<file path="config.mk">
export PLATFORM = sky130hd
export DESIGN_NAME = lcd_hd44780_ctrl
export DESIGN_NICKNAME = d
export VERILOG_FILES = /design/src/rtl/lcd_pkg.sv /design/src/rtl/lcd_timer.sv /design/src/rtl/lcd_hd44780_ctrl.sv
export SDC_FILE = /design/constraint.sdc
export NUM_CORES = 1
export LEC_CHECK = 0
export ABC_AREA = 1
export CORE_ASPECT_RATIO = 1.2
export CORE_UTILIZATION = 55
export CTS_CLUSTER_DIAMETER = 50
export DETAILED_ROUTE_END_ITERATION = 10
export PLACE_DENSITY = 0.85
export SETUP_SLACK_MARGIN = 0.2
export SLEW_MARGIN = 30
export SYNTH_ARGS = -nofsm -noshare
export SYNTH_HDL_FRONTEND = slang
export SYNTH_SLANG_ARGS = --single-unit
</file>
<file path="constraint.sdc">
create_clock -name clk_clk -period 3.5 [get_ports clk_clk]
set_input_delay 0.525 -clock clk_clk [delete_from_list [all_inputs] [get_ports clk_clk]]
set_output_delay 0.525 -clock clk_clk [all_outputs]
set_load 0.03 [all_outputs]
</file>
<file path="src/rtl/lcd_pkg.sv">
// lcd_pkg: shared types, init ROM and helpers for the HD44780 write engine.
package lcd_pkg;

    localparam int TMR_W = 20;

    localparam logic [2:0] INIT_LEN = 3'd6;
    // Element 0 is sent first: function set x3, display on, clear, entry mode.
    localparam logic [5:0][7:0] INIT_ROM = {8'h06, 8'h01, 8'h0C, 8'h38, 8'h38, 8'h38};

    localparam logic [7:0] CMD_CLEAR = 8'h01;
    localparam logic [7:0] CMD_HOME  = 8'h02;

    typedef enum logic [2:0] {
        PWR_WAIT,
        LOAD,
        SETUP,
        EN_HI,
        HOLD,
        EXEC,
        IDLE
    } state_t;

    // Clear and home (0x01..0x03) need the long execution wait.
    function automatic logic is_long_wait(input logic rs, input logic [7:0] data);
        return !rs && data[7:2] == 6'd0 && data != 8'd0;
    endfunction

endpackage

</file>
<file path="src/rtl/lcd_timer.sv">
// lcd_timer: loadable down-counter; done while the count sits at zero.
module lcd_timer
    import lcd_pkg::*;
#(
    parameter logic [TMR_W-1:0] RST_VAL = '0
) (
    input  logic             clk_clk,
    input  logic             reset_reset_n,
    input  logic             load,
    input  logic [TMR_W-1:0] load_val,
    output logic             done
);

    logic [TMR_W-1:0] r_cnt;

    always_ff @(posedge clk_clk or negedge reset_reset_n) begin
        if (!reset_reset_n)
            r_cnt <= RST_VAL;
        else if (load)
            r_cnt <= load_val;
        else if (r_cnt != '0)
            r_cnt <= r_cnt - 1'b1;
    end

    assign done = (r_cnt == '0);

endmodule

</file>
<file path="src/rtl/lcd_hd44780_ctrl.sv">
// lcd_hd44780_ctrl: autonomous HD44780 init plus valid/ready byte writer
// with setup, enable, hold and execution-wait timing.
module lcd_hd44780_ctrl
    import lcd_pkg::*;
#(
    parameter int unsigned T_POWERUP   = 750000,
    parameter int unsigned T_SETUP     = 3,
    parameter int unsigned T_EN        = 13,
    parameter int unsigned T_HOLD      = 3,
    parameter int unsigned T_EXEC      = 2000,
    parameter int unsigned T_EXEC_LONG = 82000
) (
    input  logic       clk_clk,
    input  logic       reset_reset_n,
    input  logic       in_valid,
    output logic       in_ready,
    input  logic       in_rs,
    input  logic [7:0] in_data,
    input  logic       blon_en,
    output logic       init_done,
    output logic       lcd_on,
    output logic       lcd_blon,
    output logic       lcd_rs,
    output logic       lcd_rw,
    output logic       lcd_en,
    output logic [7:0] lcd_data
);

    state_t           r_state;
    logic [2:0]       r_idx;
    logic             w_done;
    logic             w_load;
    logic [TMR_W-1:0] w_load_val;
    logic             w_accept;

    assign w_accept = in_valid && in_ready;
    assign lcd_rw   = 1'b0;

    // A state lasting N cycles loads N-1 on its entry edge.
    assign w_load = (r_state == LOAD) || (r_state == IDLE && w_accept) ||
                    (w_done && (r_state inside {SETUP, EN_HI, HOLD}));

    assign w_load_val = (r_state == SETUP) ? TMR_W'(T_EN - 1) :
                        (r_state == EN_HI) ? TMR_W'(T_HOLD - 1) :
                        (r_state == HOLD)  ? (is_long_wait(lcd_rs, lcd_data) ?
                                              TMR_W'(T_EXEC_LONG - 1) : TMR_W'(T_EXEC - 1)) :
                                             TMR_W'(T_SETUP - 1);

    lcd_timer #(
        .RST_VAL(TMR_W'(T_POWERUP - 1))
    ) u_timer (
        .clk_clk      (clk_clk),
        .reset_reset_n(reset_reset_n),
        .load         (w_load),
        .load_val     (w_load_val),
        .done         (w_done)
    );

    always_ff @(posedge clk_clk or negedge reset_reset_n) begin
        if (!reset_reset_n) begin
            r_state   <= PWR_WAIT;
            r_idx     <= 3'd0;
            in_ready  <= 1'b0;
            init_done <= 1'b0;
            lcd_on    <= 1'b0;
            lcd_blon  <= 1'b0;
            lcd_rs    <= 1'b0;
            lcd_en    <= 1'b0;
            lcd_data  <= 8'h00;
        end else begin
            lcd_on   <= 1'b1;
            lcd_blon <= blon_en;
            case (r_state)
                PWR_WAIT: if (w_done) r_state <= LOAD;
                LOAD: begin
                    lcd_rs   <= 1'b0;
                    lcd_data <= INIT_ROM[r_idx];
                    r_idx    <= r_idx + 3'd1;
                    r_state  <= SETUP;
                end
                SETUP: if (w_done) begin
                    lcd_en  <= 1'b1;
                    r_state <= EN_HI;
                end
                EN_HI: if (w_done) begin
                    lcd_en  <= 1'b0;
                    r_state <= HOLD;
                end
                HOLD: if (w_done) r_state <= EXEC;
                EXEC: if (w_done) begin
                    if (r_idx < INIT_LEN) begin
                        r_state <= LOAD;
                    end else begin
                        r_state   <= IDLE;
                        in_ready  <= 1'b1;
                        init_done <= 1'b1;
                    end
                end
                IDLE: if (w_accept) begin
                    in_ready <= 1'b0;
                    lcd_rs   <= in_rs;
                    lcd_data <= in_data;
                    r_state  <= SETUP;
                end
                default: r_state <= PWR_WAIT;
            endcase
        end
    end

endmodule

</file>
==> results.md, run 1 <==
- Combinational share of power: 0.033
- Synth-to-Final Area Change: 15.9%
- Final setup vio count: 0
- Share of cells above drive strength 1: 0.149
- Int Power: 689 uW
- Setup TNS: 0 ns
- R2R setup slack: 1.49 ns
- Mean cell area of the mapped netlist: 7.64 um2
- Pin count of the biggest net entering global routing: 41
- Critical path launch point type: flip-flop
- Total GRT Usage: 0.257
- Worst Max-Slew Pin Slew: 0.501 ns
- H-Tree Depth: 2
- Post-synth ARST share: 1.00
- CTS tree: built
- CTS sink count: 40
- CP most frequent cell: nand2_2
- EDFF count, synth: 0
- Sequential-to-total area share from yosys stat: 0.414
- Clock buffer depth: 2
- Antenna Violating Nets Remaining: 0
- Data arrival time of the worst path: 2.19 ns
- Worst Path Required: 3.67 ns
- Synth area leaders: dfrtp_1 27%, dfstp_2 14%, nand2_1 12%, nor2_1 7.8%, nand3_1 5.9%
- Worst skew pair latency: 0.29 ns
- Cell count after synthesis: 322
- DP Cell Count: 398
- DRT Pass-1 Iters: 5
- Die X: 63.1 um
- Top cells by count, synth: 80 x nand2_1, 51 x nor2_1, 29 x nand3_1, 27 x dfrtp_1, 24 x inv_1
- Final core occ: 0.669
- Kind of critical path: flip-flop to flip-flop
- Synth area leader: dfrtp_1
- Prevailing post-synth register cell: dfrtp_1
- Synthesized cell area: 2460 um2
- Number of global-route vias before repair: 2168
- Routed len/inst: 13.4 um
- Area after DPL: 2740 um2
- Post-route cell area: 2850 um2
- Worst r2r src: r_state[2]
- CTS buffer count: 5
- Leak Pwr: 1.35 nW
- Num rows: 26
- Die height: 75.3 um
- Critical-path maximum fanout: 12
- Syn Nets: 339
- Critical path capture point type: flip-flop
- Via count: 2187
- Ports: 28
- Yosys reg bits: 40
- Initial antenna violation count: 0
- DRT iter0 DRCs: 94
- Max-cap viol count: 0
- Die footprint: 4750 um2
- Flop pwr share: 0.534
- WL final: 5460 um
- Reg-to-Reg End: u_timer.r_cnt[6]
- Initial Utilization: 0.577
- Cell Chain, Critical Path: nand2_2 > nor2_2 > inv_2 > nor2_4 > nor2_4 > nand2_2 > nand2_2 > nand3_1 > o21ai_1
- DRC viols: 0
- Filler-free cell count of the finished design: 406
- First-pass GRT wire length: 9340 um
- Final Slew Violations: 0
- Dominant cell by count in the synthesized netlist: nand2_1
- Crit path time final: 2.01 ns
- Net count, final: 366
- Clock power frac: 0.433
- Final Skew: 0.00485 ns
- Sw Share: 0.208
- # port buffers: 26
- Hold crit path type: input pin to async pin
- Worst VDD drop: 230 uV
- Via density per instance: 5.39
- Clk slew on worst S/H paths: 0.08 ns
- Final Cycle Share: 0.575
- Yosys cell types: 37
- Outcome: complete, no violations
- Overall power: 869 uW
- Power per Cell Area: 305 nW/um2
- Hold Fails Final Rpt: 0
- GP Congestion: 0.933
- DP HPWL: 4140 um
- Cts repair resizes: 0
- R2R depth: 9
- Largest stage delay, worst path: 0.50 ns
- # hold bufs at CTS: 0
- Worst slew margin: 0.666
- Switching power total: 180 uW
- Yosys warnings: 0
- Top cell type's share of synthesized area: 0.275
- Max Clk Rate: 497 MHz
- PnR worst setup slack: 1.49 ns
- Post-CTS setup buffers: 0
- RSZ-0062 raised after global routing: false
- Total global routing overflow: 0
- Core Region: 4260 um2
- Setup Slack @ Placement: 1.35 ns
- Diode count: 0
- Fillers: 359
- Fin Hold WS: 0.197 ns
- Critical-path top delay cell: dfrtp_1
- Root Buffer: clkbuf_8
worst max-delay path by stage:
stage,start,end,slack (ns),cells past startpoint
floorplan,u_timer.r_cnt[0],u_timer.r_cnt[18],1.94,12
global placement,in_valid,u_timer.r_cnt[6],1.44,8
detailed placement,in_valid,u_timer.r_cnt[6],1.35,8
CTS,r_state[2],u_timer.r_cnt[6],1.49,9
global route,r_state[2],u_timer.r_cnt[6],1.29,9
finish,r_state[2],u_timer.r_cnt[6],1.49,9
flip-flops by register name, summed over array words and instances, names as in the netlist:
register and count:
u_timer.r_cnt 20, in_ready 1, init_done 1, lcd_data 8, lcd_on 1, lcd_en 1, r_idx 3, lcd_blon 1
lcd_rs 1, r_state 3
layout by cell type (no fill, tap or decap), types with 5 or more instances in the layout:
cell type	netlist	final
inv_1	24	24
nor2_1	51	51
dfstp_2	13	13
clkdlybuf4s50_1	0	25
a21oi_1	15	15
dfrtp_1	27	27
o21ai_0	16	16
nand2_2	6	6
nand2_1	80	80
nor3_1	5	5
nand3_1	29	29
clkbuf_8	0	5
nor2_2	7	7
critical path: cells and delay by family (launching register included):
kind / cells / cell delay, ns
flip-flops: 1 / 0.50
buffers and inverters: 1 / 0.18
AND/OR/NAND/NOR: 7 / 1.12
AO/OA/AOI/OAI: 1 / 0.08
power groups by stage:
stage | clock network [mW] | logic, mW | registers (mW)
global route | 0.398 | 0.0324 | 0.464
floorplan | 0 | 0.00351 | 0.475
global placement | 0 | 0.0290 | 0.472
CTS | 0.378 | 0.0296 | 0.464
finish | 0.376 | 0.0291 | 0.464
detailed placement | 0 | 0.0296 | 0.473
final cells by class:
cell class | count | area (um2) | share of cell area
multi-input combinational | 250 | 1300 | 0.455
inverter | 26 | 100 | 0.0351
clock inverter | 2 | 35.0 | 0.0123
clock buffer | 6 | 72.6 | 0.0255
tap | 56 | 70.1 | 0.0246
sequential | 40 | 1020 | 0.357
timing repair buffer | 26 | 258 | 0.0904
kinds of logic (layout without fill, tap and decap cells):
group	count (synthesis)	count (layout)	share of synthesized area
other	2	2	0.00305
AND/OR/NAND/NOR	200	200	0.399
XOR/XNOR	5	5	0.0178
buffers and inverters	32	60	0.0590
adder cells (fa/ha/maj)	4	4	0.0203
AO/OA/AOI/OAI	39	39	0.0875
flip-flops	40	40	0.414
per-layer routing:
layer	wire, um	track usage	vias to the layer above
met5	0	0	-
met4	95	0.119	0
met3	216	0.0348	10
met2	2910	0.502	61
met1	2230	0.275	1021
li1	-	-	1095
Power figures use the tool's default switching activity.
==> run 2, diff against run 1 <==
==> constraint.sdc (replaced) <==
create_clock -name clk_clk -period 2 [get_ports clk_clk]
set_input_delay 0.3 -clock clk_clk [delete_from_list [all_inputs] [get_ports clk_clk]]
set_output_delay 0.3 -clock clk_clk [all_outputs]
set_load 0.03 [all_outputs]
==> results.md, run 2 (synthesis results as in run 1) <==
- DP HPWL: 4200 um
- PnR worst setup slack: 0.272 ns
- Final Cycle Share: 0.864
- Leak Pwr: 1.39 nW
- Total GRT Usage: 0.268
- RSZ-0062 raised after global routing: false
- CTS buffer count: 5
- Worst slew margin: 0.666
- WL final: 5730 um
- H-Tree Depth: 2
- Ports: 28
- CTS sink count: 40
- Data arrival time of the worst path: 1.92 ns
- # hold bufs at CTS: 0
- Gr busiest metal: met2
- Via count: 2265
- Total global routing overflow: 0
- Core Region: 4260 um2
- Die height: 75.3 um
- Setup TNS: 0 ns
- Crit path time final: 1.73 ns
- Share of cells above drive strength 1: 0.193
- Max reg flops: 20
- Most flop-heavy register: u_timer.r_cnt
- Most frequent cells in the layout: 80 x nand2_1, 48 x nor2_1, 28 x nand3_1, 26 x dfrtp_1, 25 x clkdlybuf4s50_1
- # port buffers: 26
- Max Clk Rate: 579 MHz
- Num rows: 26
- Post-route cell area: 2920 um2
- Antenna Violating Nets Remaining: 0
- Net count, final: 373
- DRT Pass-1 Iters: 4
- Outcome: complete, no violations
- Area after DPL: 2770 um2
- Hold crit path type: input pin to async pin
- Power per Cell Area: 482 nW/um2
- Final Skew: 0.00454 ns
- Clock buffer depth: 2
- Largest registers: u_timer.r_cnt (20), lcd_data (8)
- Final core occ: 0.685
- Worst VDD drop: 347 uV
- Critical path launch point type: flip-flop
- Diode count: 0
- Critical path capture point type: flip-flop
- Root Buffer: clkbuf_8
- Most common cell after layout, fill and taps aside: nand2_1
- DRC viols: 0
- Final setup vio count: 0
- Max-cap viol count: 0
- DRT iter0 DRCs: 206
- Met2 Track Usage GR: 0.497
- Worst Max-Slew Pin Slew: 0.502 ns
- Number of global-route vias before repair: 2172
- Worst skew pair latency: 0.30 ns
- Die X: 63.1 um
- Routed len/inst: 13.9 um
- Final Slew Violations: 0
- Clk slew on worst S/H paths: 0.08 ns
- Pin count of the biggest net entering global routing: 41
- GRT met1 Usage: 0.303
- Via density per instance: 5.48
- Initial antenna violation count: 0
- Critical-path maximum fanout: 12
- First-pass GRT wire length: 9600 um
- Kind of critical path: flip-flop to flip-flop
- Die footprint: 4750 um2
- GP Congestion: 0.931
- Initial Utilization: 0.577
- Fillers: 362
- Hold Fails Final Rpt: 0
- Worst Path Required: 2.19 ns
- Synth-to-Final Area Change: 18.6%
- CTS tree: built
- Setup Slack @ Placement: 0.159 ns
- Met3 Track Usage GR: 0.0455
## run 2: what timing repair did
action                                  4_1_cts  5_1_grt
buffers inserted                              0        3
resized for setup                             0       11
endpoints found under the setup margin        0       22
## run 2: power breakdown
group          switching (mW)  internal [mW]
combinational          0.0274         0.0242
sequential           0.000476          0.811
clock                   0.299          0.243
## run 2: critical path, cell delays in order (launching register included)
cell and delay (ns):
dfstp_2 0.39, inv_2 0.09, ha_1 0.20, inv_1 0.05
nor2_1 0.11, nand2_1 0.08, nor2_2 0.13, nand3_4 0.10
nand2_2 0.15, nand2_4 0.13, nand3_1 0.11, o21ai_1 0.08
## run 2: metrics by stage
stage	power, mW	cells	hold WS [ns]
after floorplan	0.838	322	0.00441
after global placement	0.879	402	0.385
after detailed placement	0.880	402	0.387
after CTS	1.42	410	0.0607
after global routing	1.44	413	0.0933
final	1.41	413	0.0445
## run 2: layout make-up
class / instances / area (um2) / share of cell area
Multi-Input combinational cell: 250 / 1330 / 0.457
Clock buffer: 5 / 68.8 / 0.0236
Sequential cell: 40 / 1020 / 0.349
Tap cell: 56 / 70.1 / 0.0240
Timing Repair Buffer: 33 / 308 / 0.105
Clock inverter: 3 / 18.8 / 0.00643
Inverter: 26 / 100 / 0.0343
## run 2: metal layers
layer,up-vias,wire length (um)
met3,16,225
li1,1107,-
met5,-,0
met2,60,3090
met1,1082,2280
met4,0,136
## run 2: worst paths after layout
kind                                  startpoint                end  slack, ns  cells after the start
worst max-delay path            u_timer.r_cnt[0]   u_timer.r_cnt[6]       0.27                     11
worst min-delay path               reset_reset_n             lcd_en       0.04                      2
worst max register to register  u_timer.r_cnt[0]   u_timer.r_cnt[6]       0.27                     11
worst min register to register         init_done          init_done       0.48                      2
max in group asynchronous          reset_reset_n  u_timer.r_cnt[16]       1.59                      2
min in group clk_clk                     blon_en           lcd_blon       0.43                      1
